File: config.mk
export PLATFORM = sky130hd
export DESIGN_NAME = osc_state_driver
export DESIGN_NICKNAME = d
export VERILOG_FILES = /design/src/rtl/osc_state_driver.sv
export SDC_FILE = /design/constraint.sdc
export NUM_CORES = 1
export LEC_CHECK = 0
export ABC_AREA = 1
export CAP_MARGIN = 20
export CORE_MARGIN = 8
export CORE_UTILIZATION = 35
export DETAILED_ROUTE_END_ITERATION = 10
export PLACE_DENSITY_LB_ADDON = 0.15
export SLEW_MARGIN = 20
export SYNTH_ARGS = -nofsm -noshare
export SYNTH_HDL_FRONTEND = slang
export SYNTH_SLANG_ARGS = --single-unit
File: constraint.sdc
create_clock -name clk -period 1.8 [get_ports clk]
set_input_delay 0.36 -clock clk [delete_from_list [all_inputs] [get_ports clk]]
set_output_delay 0.36 -clock clk [all_outputs]
set_load 0.01 [all_outputs]
File: src/rtl/osc_state_driver.sv
// Steers a 4-state oscillating Mealy FSM (A=0 toggles b0, A=1 toggles b1, y=A)
// to a requested state in the fewest clocks, mirroring its state and checking y.
module osc_state_driver #(
  parameter logic IDLE_A    = 1'b0,
  parameter int   ERR_CNT_W = 8
) (
  input  logic                 clk,
  input  logic                 rst,
  input  logic                 req_valid,
  input  logic [1:0]           req_target,
  output logic                 req_ready,
  output logic                 a_out,
  input  logic                 y_in,
  output logic [1:0]           cur_state,
  output logic                 done,
  output logic                 err,
  output logic [ERR_CNT_W-1:0] err_cnt
);

  typedef enum logic {
    IDLE,
    DRIVE
  } state_t;

  localparam logic [ERR_CNT_W-1:0] CNT_MAX = '1;
  localparam logic [ERR_CNT_W-1:0] CNT_ONE = {{(ERR_CNT_W-1){1'b0}}, 1'b1};

  state_t     state;
  logic [1:0] tgt;
  logic [1:0] m_next;
  logic [1:0] d_req;
  logic [1:0] d_tgt;

  // The FSM never holds: whatever A we drive this cycle moves the mirror on the edge.
  assign m_next    = cur_state ^ (a_out ? 2'b10 : 2'b01);
  assign d_req     = m_next ^ req_target;
  assign d_tgt     = m_next ^ tgt;
  assign req_ready = (state == IDLE);

  // Fix b0 first (A=0), then b1 (A=1); at most two steering cycles.
  function automatic logic steer(input logic [1:0] d);
    return d[0] ? 1'b0 : 1'b1;
  endfunction

  always_ff @(posedge clk) begin
    if (!rst) begin
      state     <= IDLE;
      tgt       <= 2'b00;
      cur_state <= 2'b00;
      a_out     <= IDLE_A;
      done      <= 1'b0;
      err       <= 1'b0;
      err_cnt   <= '0;
    end else begin
      cur_state <= m_next;

      if (y_in != a_out) begin
        err <= 1'b1;
        if (err_cnt != CNT_MAX) begin
          err_cnt <= err_cnt + CNT_ONE;
        end
      end

      case (state)
        IDLE: begin
          done  <= 1'b0;
          a_out <= IDLE_A;
          if (req_valid) begin
            tgt <= req_target;
            if (d_req == 2'b00) begin
              done <= 1'b1;
            end else begin
              state <= DRIVE;
              a_out <= steer(d_req);
            end
          end
        end
        DRIVE: begin
          if (d_tgt == 2'b00) begin
            done  <= 1'b1;
            a_out <= IDLE_A;
            state <= IDLE;
          end else begin
            done  <= 1'b0;
            a_out <= steer(d_tgt);
          end
        end
        default: begin
          state <= IDLE;
          done  <= 1'b0;
          a_out <= IDLE_A;
        end
      endcase
    end
  end

endmodule

# Word level (Yosys, flattened, before mapping)

Cells that the tools add are included.

Bits in registers: 16
Bits of input ports: 6
Output and inout port bits: 14
Word-level logic and storage cells: 33

Add/sub/neg operators: 1
Equal/unequal tests: 2
Multiplexer cells: 15
Bitwise gates (word level): 4
Reductions and logical operators: 4

Operators by type and width:

| kind                                                          | number |
|---|---|
| 1-bit two-way mux                                             | 11 |
| 8-bit by 1-bit adder with 8-bit output, second input constant | 1 |
| 8-bit != test, second input constant                          | 1 |
| 1-bit one-hot mux with 2 select lines                         | 3 |
| 2-bit XOR                                                     | 3 |
| 2-bit zero test                                               | 2 |
| 2-bit AND reduction                                           | 2 |
| 2-bit two-way mux                                             | 1 |
| 1-bit != test                                                 | 1 |
| 1-bit NOT                                                     | 1 |

# Logic depth before layout (Yosys ltp)

Gate-level depths: netlist (run 1).

Depth after elaboration: 7
Gate-level depth with buffers: 8

# Worst setup path after synthesis (run 1)

Ideal clock, no wire load.

Path type: register -> register
Start point: reg err_cnt[0]
End point: reg err_cnt[3]
Data arrival time: 1229 ps
Data required time: 1682 ps
Setup slack: 453 ps
Cell stages (with the launch flop): 9
Path buffers: 0
Clock period less this slack: 1347 ps
Path through: dfxtp_1 -> ha_1 -> nand2_1 -> nor2_1 -> nand2_1 -> nand2_4 -> o21ai_2 -> nand2_1 -> nor2_1

Cells in the longest elaborated chain, start to end: 2
Elaborated cells on any way between the ends: 3
Classes of those cells: add/sub (1); eq/ne (1); reduce/logical (1)

Ends and longest elaborated chain:

| element                                                                        | RTL line | RTL |
|---|---|---|
| start, declared                                                                | 17       | `output logic [ERR_CNT_W-1:0] err_cnt` |
| start signal, assigned                                                         | 60       | `err_cnt <= err_cnt + CNT_ONE;` |
| branches (longest 2 deep; another with 8-bit by 1-bit adder with 8-bit output) | n/a      |  |

Parallel ways; which one is timed is not known.
A chain may end at the register's enable or synchronous reset.

# Worst setup path in the final report (run 1)

Start point: reg err_cnt[4]
End point: out err_cnt[4]

No word-level cell between the ends.

==> results of run 1 <==
==> sequential cells by signal, indices dropped and copies added (netlist names) <==
register / cells
err: 1
state: 1
err_cnt: 8
a_out: 1
done: 1
cur_state: 2
tgt: 2
==> cell type report <==
class,count,area (µm²)
inverter,17,63.8
clock buffer,4,36.3
tap,28,35.0
timing repair buffer,22,213
sequential,16,320
fill,242,1120
multi-input combinational,91,428
==> cell usage in the layout (no fill, tap or decap), types with 2 or more instances in the layout <==
cell type and count:
clkdlybuf4s50_1 19, nand2_1 42, a21oi_1 9, buf_4 3
clkbuf_4 3, dfxtp_1 16, o21ai_0 5, inv_1 17
nor3_1 3, nor2_1 11, nand3_1 13, xor2_1 2
==> power breakdown <==
group / total [mW] / switching (mW) / internal, mW
Sequential: 0.396 / 0.0186 / 0.378
Combinational: 0.191 / 0.104 / 0.0871
Clock: 0.243 / 0.120 / 0.123
Total: 0.830 / 0.242 / 0.588
==> logic make-up (layout without fill, tap and decap cells) <==
| family | after synthesis | in the layout |
|---|---|---|
| compound gates | 16 | 16 |
| xor+xnor | 3 | 3 |
| fa+ha+maj | 1 | 1 |
| buf+inv | 18 | 43 |
| flops | 16 | 16 |
| simple gates | 71 | 71 |
==> per-layer routing <==
metal	track usage (%)	share of wire [%]
met3	3.48	5.3
met4	4.90	1.6
met2	15.7	47
met1	9.92	46
met5	0	0
==> how the worst max path moves through the flow <==
stage / startpoint / endpoint / slack (ns) / depth (start not counted)
6_report: err_cnt[4] / err_cnt[4] / 0.16 / 1
5_1_grt: err_cnt[2] / err_cnt[2] / 0.07 / 1
4_1_cts: err_cnt[2] / err_cnt[2] / 0.14 / 1
3_5_place_dp: y_in / err_cnt[5] / 0.18 / 6
3_3_place_gp: y_in / err_cnt[5] / 0.22 / 6
2_1_floorplan: err_cnt[0] / err_cnt[3] / 0.45 / 8
==> stage by stage <==
step	hold slack, ns	instances	total power [mW]	setup slack [ns]
global route	0.524	178	0.885	0.0697
detailed placement	0.463	174	0.599	0.181
global placement	0.461	174	0.595	0.220
finish	0.475	178	0.830	0.161
CTS	0.479	178	0.844	0.137
floorplan	0.444	125	0.515	0.453
==> flow_summary_export.csv, run 1 <==
group,metric,value,unit
drt,routedWlPerCell,10.3,µm
drt,postRouteAntennaNets,0,
floorplanning,fp.dieArea,4140,µm²
logic_synthesis,yosysMostFrequentCell,"nand2_1",
logic_synthesis,synth_common_cells,"nand2_1, inv_1, dfxtp_1",
critical_path,crit_family,"buffers and inverters",
timing,tightest_slew,0.268,ns
min_path,holdPathEnd,"tgt[0]",
timing,report.final.slew_viol_count,0,
clock_network,cts_buffer_depth,2,
logic_synthesis,synth_area_leader_cell,"dfxtp_1",
placement,portBuffers,19,
clock_network,numClockSinks,16,
critical_path,r2r_cells,7,
finish,nets,158,
logic_synthesis,async_reset_ff_share,0,%
timing,setup_viol,0,
critical_path,critPathArrivalTime,1.28,ns
logic_synthesis,ys_seq_area_share,39.2,%
clock_network,cts_tree,"yes",
logic_synthesis,synth-xor-area-share,4.13,%
logic_synthesis,synth_nets,132,
drt,firstDrtPassIters,4,
global_routing,grt_pass1_wl,3140,µm
logic_synthesis,syn_area,817,µm²
clock_network,cts_htree_levels,1,
timing,tns,0,ns
global_routing,first_global_vias,780,
pwr,ir_worst_vdd,433,µV
timing,fin_crit,1.64,ns
critical_path,worstPathCellList,"clkdlybuf4s50_1",
critical_path,worst-path-max-fanout,5,
logic_synthesis,synth.distinct_cells,16,
logic_synthesis,synth-edff-count,0,
placement,place_hpwl,1480,µm
clock_network,post_cts_resized,0,
logic_synthesis,synth-seq-cells,16,
run_status,status,"complete, no violations",
finish,syn_to_final_growth,34.1,%
critical_path,worstReg2RegEnd,"err_cnt[0]",
pwr,p_leak,0.481,nW
floorplanning,die_w,64.3,µm
logic_synthesis,netlist_instances,125,
logic_synthesis,synth.top_cell.area_share,39.2,%
drt,routed_via_density,4.63,
floorplanning,start_util,36.9,%
clock_network,root_buffer,"clkbuf_4",
critical_path,path_buf_inv,1,
logic_synthesis,synth_area_per_cell,6.54,µm²
pwr,powerDensity,758,nW/µm²
floorplanning,num_rows,17,
logic_synthesis,synth-simple-area-share,36.3,%
timing,max_slew_margin,82.1,%
timing,rsz0062_at_grt,"false",
min_path,hold_path_class,"reg -> reg",
logic_synthesis,synth_area_leaders,"dfxtp_1, nand2_1, nand3_1",
critical_path,worstSetupPathType,"reg -> out",
floorplanning,die_h,64.3,µm
clock_network,post_cts_buffers,0,
finish,design_area,1100,µm²
global_routing,grtUsageTotal,9.31,%
global_routing,antenna_found_initial,0,
floorplanning,core,2210,µm²
logic_synthesis,synth-compound-area-share,10.4,%
timing,fin_skew,0.00369,ns
drt,vias,824,
timing,min_period_over_period,91.0,%
placement,placed_area,1060,µm²
finish,n_antenna_cell,0,
logic_synthesis,synth_flop_cell,"dfxtp_1",
placement,place.gp.congestion,0.770,
critical_path,cp-end-kind,"primary output",
global_routing,overflow,0,
critical_path,reg2reg_from,"err_cnt[0]",
clock_network,path_clk_slew,0.10,ns
logic_synthesis,ys_warn_count,0,
logic_synthesis,synthMuxAreaShare,0,%
timing,fmax,610,MHz
critical_path,cp_slowest_cell,"clkdlybuf4s50_1",
drt,drt-total-wl,1840,µm
global_routing,grt_max_degree,10,
logic_synthesis,synthAdderAreaFrac,1.53,%
critical_path,r2r_slack,0.34,ns
timing,hold_violations,0,
clock_network,clock_latency,0.29,ns
job,cap_violations,0,
finish,final_layout_size_suffix_gt1_share,6.67,%
min_path,min_path_cells,2,
critical_path,cp-start-kind,"register",
clock_network,cts_buffers,3,
drt,drt_iter0_drc,12,
clock_network,holdBufCountCts,0,
floorplanning,io_pins,20,
min_path,hold_start,"tgt[0]",
critical_path,cpPeakStageDelay,0.57,ns
finish,post-route-util,49.5,%
drt,drcViolationCount,0,
logic_synthesis,synth_top_family_by_area,"simple AND/OR/NAND/NOR gates",
critical_path,required,1.44,ns
No activity file was read; power rests on OpenSTA's default activity.
==> run 2: changes to the inputs <==
--- a/config.mk
+++ b/config.mk
@@ -9,7 +9,9 @@
 export CAP_MARGIN = 20
 export CORE_MARGIN = 8
 export CORE_UTILIZATION = 35
+export CTS_CLUSTER_SIZE = 8
 export DETAILED_ROUTE_END_ITERATION = 10
+export MAX_ROUTING_LAYER = met4
 export PLACE_DENSITY_LB_ADDON = 0.15
 export SLEW_MARGIN = 20
 export SYNTH_ARGS = -nofsm -noshare
==> run 2 against run 1 <==
  * Largest power group unchanged
  * Critical endpoint unchanged
  * Global-route usage grew 0.27 points
  * Register-to-register slack is essentially flat
  * Combinational power is essentially flat
  * Flip-flop and latch count is the same
  * Sequential share of layout area is the same
  * Setup slack is the same
  * Fmax is the same
  * Critical path type unchanged
  * Largest cell class unchanged
==> flow_summary_export.csv, run 2 (same netlist as run 1, synthesis figures left out) <==
group,metric,value,unit
clock_network,cts_tree,"yes",
placement,placedCellCount,174,
timing,max_slew_margin,82.1,%
clock_network,root_buffer,"clkbuf_4",
finish,top_register,"err_cnt",
global_routing,grt_max_degree,10,
pwr,combPwrFrac,23.0,%
placement,place.gp.congestion,0.780,
pwr,netSwitchingPower,242,µW
pwr,p_clk_share,29.3,%
floorplanning,num_rows,17,
pwr,switching_share,29.2,%
global_routing,grtUsageTotal,9.58,%
finish,syn_to_final_growth,34.1,%
critical_path,crit_family,"buffers and inverters",
finish,final_common_cell,"nand2_1",
pwr,ir_worst_vdd,433,µV
timing,hold_violations,0,
floorplanning,core,2210,µm²
finish,n_antenna_cell,0,
timing,setup_viol,0,
run_status,status,"complete, no violations",
timing,fin_skew,0.00369,ns
critical_path,path_buf_inv,1,
floorplanning,start_util,36.9,%
drt,drcViolationCount,0,
clock_network,post_cts_resized,0,
timing,worst_slack,0.161,ns
finish,final_layout_size_suffix_gt1_share,6.67,%
finish,final_cell_mix,"nand2_1, clkdlybuf4s50_1, inv_1",
finish,fill_cells,242,
finish,nets,158,
drt,routedWlPerCell,10.3,µm
critical_path,critPathArrivalTime,1.28,ns
critical_path,cp_slowest_cell,"clkdlybuf4s50_1",
finish,stdcell_count,178,
job,cap_violations,0,
drt,vias,824,
drt,postRouteAntennaNets,0,
placement,portBuffers,19,
floorplanning,fp.dieArea,4140,µm²
critical_path,cp-start-kind,"register",
clock_network,numClockSinks,16,
clock_network,cts_buffers,3,
timing,rsz0062_at_grt,"false",
finish,reg.largest.list,"err_cnt x8, cur_state x2, tgt x2",
drt,drt-total-wl,1840,µm
clock_network,clock_latency,0.29,ns
timing,min_period_over_period,91.0,%
clock_network,cts_htree_levels,1,
timing,fmax,610,MHz
global_routing,antenna_found_initial,0,
global_routing,grt_pass1_wl,3140,µm
critical_path,cp-end-kind,"primary output",
timing,tns,0,ns
drt,routed_via_density,4.63,
clock_network,path_clk_slew,0.10,ns
critical_path,worst-path-max-fanout,5,
clock_network,post_cts_buffers,0,
clock_network,cts_buffer_depth,2,
placement,place_hpwl,1480,µm
critical_path,worstSetupPathType,"reg -> out",
timing,report.final.slew_viol_count,0,
critical_path,cpPeakStageDelay,0.57,ns
placement,placed_area,1060,µm²
timing,fin_crit,1.64,ns
floorplanning,io_pins,20,
global_routing,first_global_vias,780,
floorplanning,die_w,64.3,µm
drt,firstDrtPassIters,4,
pwr,powerDensity,758,nW/µm²
min_path,hold_path_class,"reg -> reg",
pwr,seq_power_share,47.7,%
clock_network,holdBufCountCts,0,
critical_path,worstPathCellList,"clkdlybuf4s50_1",
pwr,intPower,588,µW
floorplanning,die_h,64.3,µm
drt,drt_iter0_drc,12,
global_routing,overflow,0,
finish,largest_register_ffs,8,
critical_path,required,1.44,ns
timing,tightest_slew,0.268,ns
pwr,p_leak,0.481,nW
placement,pre_cts_slack,0.181,ns
finish,design_area,1100,µm²
-- run 2: cell counts in the layout (fill, tap and decap cells not counted) --
No cell type changed its count.
-- run 2: cell type report --
cell class	count	area, µm²	share of cell area [%]
Clock buffer	4	36.3	3.31
Inverter	17	63.8	5.82
Multi-Input combinational cell	91	428	39.0
Sequential cell	16	320	29.2
Tap cell	28	35.0	3.20
Timing Repair Buffer	22	213	19.4
-- run 2: path summary, 6_finish.rpt --
check	slack (ns)	from	depth (start not counted)	end
setup / recovery	0.16	err_cnt[4]	1	err_cnt[4]
hold / removal	0.47	tgt[0]	2	tgt[0]
setup reg to reg	0.34	err_cnt[0]	7	err_cnt[0]
hold reg to reg	0.47	tgt[0]	2	tgt[0]
-- run 2: through the flow --
| stage | hold WS [ns] | power, mW | util (%) |
|---|---|---|---|
| 3_5_place_dp | 0.463 | 0.599 | 47.9 |
| 5_1_grt | 0.524 | 0.885 | 49.5 |
| 3_3_place_gp | 0.461 | 0.595 | 47.9 |
| 4_1_cts | 0.479 | 0.844 | 49.5 |
| 6_report | 0.475 | 0.830 | 49.5 |
| 2_1_floorplan | 0.444 | 0.515 | - |
-- run 2: power groups by stage --
stage | clock (mW) | sequential, mW | combinational, mW
floorplan | 0 | 0.412 | 0.103
global placement | 0 | 0.404 | 0.191
detailed placement | 0 | 0.404 | 0.194
CTS | 0.253 | 0.397 | 0.195
global route | 0.269 | 0.400 | 0.216
finish | 0.243 | 0.396 | 0.191
-- run 2: per-layer routing --
metal | vias up | track usage, % | share of wire (%)
met3 | 4 | 3.14 | 4.6
li1 | 444 | - | -
met1 | 362 | 10.1 | 46
met4 | 0 | 4.90 | 1.6
met2 | 14 | 15.7 | 47
met5 | - | - | 0
-- run 2: worst min-delay path, stage by stage (launching register included) --
cell and delay (ns):
dfxtp_1 0.32, inv_1 0.06, a21oi_1 0.05
==> run 3: changes to the inputs <==
--- a/config.mk
+++ b/config.mk
@@ -13,6 +13,7 @@
 export DETAILED_ROUTE_END_ITERATION = 10
 export MAX_ROUTING_LAYER = met4
 export PLACE_DENSITY_LB_ADDON = 0.15
+export SETUP_SLACK_MARGIN = 0.4
 export SLEW_MARGIN = 20
 export SYNTH_ARGS = -nofsm -noshare
 export SYNTH_HDL_FRONTEND = slang
==> constraint.sdc (replaced) <==
create_clock -name clk -period 1.4 [get_ports clk]
set_input_delay 0.28 -clock clk [delete_from_list [all_inputs] [get_ports clk]]
set_output_delay 0.28 -clock clk [all_outputs]
set_load 0.01 [all_outputs]
==> run 3 against run 2 <==
  * Final cell count is 7.3% higher
  * Worst hold slack better by 0.024 ns
  * Register-to-register slack worse by 0.14 ns
  * Non-clock buffer count is 13 higher
  * Routed wire length is 23% higher
  * Setup slack better by 0.043 ns
  * Final area is 30% higher
  * Core utilization is 15 points higher
  * Count of clock-buffer cells in the layout stayed put
  * Critical path depth is 5 higher
  * Highest routed layer unchanged
==> flow_summary_export.csv, run 3 (same netlist as run 1, synthesis figures left out) <==
group,metric,value,unit
run_status,status,"complete, no violations",
timing,rsz0062_at_grt,"true",
global_routing,first_global_vias,939,
finish,n_antenna_cell,0,
job,cap_violations,0,
finish,final_cell_mix,"nand2_1, buf_6, nand2_2",
pwr,switching_share,31.3,%
finish,top_register,"err_cnt",
placement,place.gp.congestion,0.828,
drt,routedWlPerCell,11.9,µm
critical_path,worstPathCellList,"ha_4 -> nand2_4 -> nor2_4 -> xor2_1 -> nand3_1 -> a21oi_1",
global_routing,grt_pass1_wl,3680,µm
timing,fin_crit,1.20,ns
critical_path,reg2reg_from,"err_cnt[0]",
timing,min_period_over_period,85.4,%
timing,tns,0,ns
clock_network,numClockSinks,16,
clock_network,path_clk_slew,0.10,ns
critical_path,critPathArrivalTime,1.41,ns
global_routing,grt_max_degree,10,
global_routing,antenna_found_initial,0,
min_path,hold_path_class,"reg -> reg",
finish,final_layout_size_suffix_gt1_share,54.0,%
critical_path,worst-path-max-fanout,4,
pwr,intPower,825,µW
pwr,ir_worst_vdd,614,µV
pwr,seq_power_share,43.2,%
drt,postRouteAntennaNets,0,
finish,stdcell_count,191,
pwr,p_leak,0.662,nW
clock_network,cts_buffers,3,
floorplanning,fp.dieArea,4140,µm²
critical_path,r2r_slack,0.20,ns
finish,largest_register_ffs,8,
finish,reg.largest.list,"err_cnt x8, cur_state x2, tgt x2",
placement,placedCellCount,174,
drt,firstDrtPassIters,4,
drt,vias,927,
timing,report.final.slew_viol_count,0,
floorplanning,die_h,64.3,µm
floorplanning,io_pins,20,
critical_path,worstSetupPathType,"reg -> reg",
critical_path,cp-start-kind,"register",
drt,routed_via_density,4.85,
placement,place_hpwl,1510,µm
timing,tightest_slew,0.271,ns
timing,hold_violations,0,
floorplanning,num_rows,17,
floorplanning,start_util,36.9,%
global_routing,overflow,0,
clock_network,clock_latency,0.28,ns
finish,fill_cells,185,
pwr,netSwitchingPower,376,µW
finish,syn_to_final_growth,74.0,%
clock_network,root_buffer,"clkbuf_4",
critical_path,crit_end,"err_cnt[4]",
clock_network,cts_tree,"yes",
timing,fin_skew,0.00587,ns
clock_network,cts_buffer_depth,2,
timing,setup_viol,0,
clock_network,cts_htree_levels,1,
critical_path,critical_path.startpoint,"err_cnt[0]",
clock_network,holdBufCountCts,0,
drt,drcViolationCount,0,
critical_path,cp_slowest_cell,"dfxtp_4",
drt,drt-total-wl,2270,µm
finish,nets,171,
critical_path,required,1.62,ns
critical_path,worstReg2RegEnd,"err_cnt[4]",
critical_path,cp-end-kind,"register",
pwr,powerDensity,845,nW/µm²
critical_path,r2r_cells,6,
floorplanning,core,2210,µm²
timing,fmax,836,MHz
floorplanning,die_w,64.3,µm
pwr,p_clk_share,25.5,%
pwr,combPwrFrac,31.3,%
finish,final_common_cell,"nand2_1",
timing,max_slew_margin,81.9,%
drt,drt_iter0_drc,25,
critical_path,cpPeakStageDelay,0.39,ns
global_routing,grtUsageTotal,11.3,%
placement,portBuffers,19,
## run 3: cell types whose count changed in the layout (fill, tap and decap cells not counted), moves of 4 or more
cell             delta
inv_1               -5
dfxtp_2             +7
inv_2               +4
nand2_1            -20
dfxtp_4             +6
nand2_4             +6
buf_6              +16
nand2_2            +14
nand3_1             -6
buf_4               +8
clkdlybuf4s50_1    -15
nand3_2             +6
dfxtp_1            -13
## run 3: per-layer routing
layer | wire [µm] | global-route usage, % | part of all wire (%) | vias to the layer above
li1 | - | - | - | 475
met1 | 898 | 9.52 | 40 | 426
met2 | 1260 | 21.9 | 56 | 24
met3 | 93 | 3.31 | 4.1 | 2
met4 | 17 | 5.18 | 0.75 | 0
met5 | 0 | - | 0 | -
## run 3: per-stage QoR
| step | setup WS [ns] | cell area [µm²] | util, % | hold slack, ns | power (mW) |
|---|---|---|---|---|---|
| after floorplan | 0.279 | 876 | - | 0.444 | 0.674 |
| after global placement | -0.138 | 1120 | 50.6 | 0.463 | 0.777 |
| after detailed placement | -0.169 | 1120 | 50.6 | 0.465 | 0.780 |
| after CTS | 0.212 | 1370 | 61.7 | 0.480 | 1.18 |
| after global routing | 0.141 | 1420 | 64.3 | 0.523 | 1.28 |
| final | 0.204 | 1420 | 64.3 | 0.498 | 1.20 |
## run 3: worst min path at each step
stage,start,to,depth (start not counted),slack (ns)
final,err,err,2,0.50
after global routing,err,err,2,0.52
after CTS,tgt[0],tgt[0],2,0.48
after detailed placement,tgt[0],tgt[0],2,0.47
after global placement,tgt[0],tgt[0],2,0.46
after floorplan,tgt[0],tgt[0],2,0.44
## run 3: cell type report
cell class                 count  area (µm²)  area share [%]
multi-input combinational     91         591            41.5
sequential                    16         352            24.7
timing repair buffer          35         342            24.0
inverter                      17        66.3            4.67
clock buffer                   4        36.3            2.55
tap                           28        35.0            2.46
## run 3: repair_timing
item / CTS / global route
setup buffers: 12 / 1
pin swaps: 23 / 19
setup endpoints to repair: 26 / 26
resized for setup: 107 / 17
## run 3: power groups by stage
stage,Clock [mW],Sequential [mW],Combinational [mW]
after floorplan,0,0.536,0.138
after global placement,0,0.529,0.247
after detailed placement,0,0.530,0.250
after CTS,0.322,0.516,0.343
after global routing,0.349,0.522,0.407
final,0.307,0.518,0.375
## run 3: critical path, delay by kind of cell, from the launching register on
family,cells,cell delay (ns)
simple gates,3,0.29
fa+ha+maj,1,0.15
xor+xnor,1,0.17
compound gates,1,0.13
flops,1,0.39
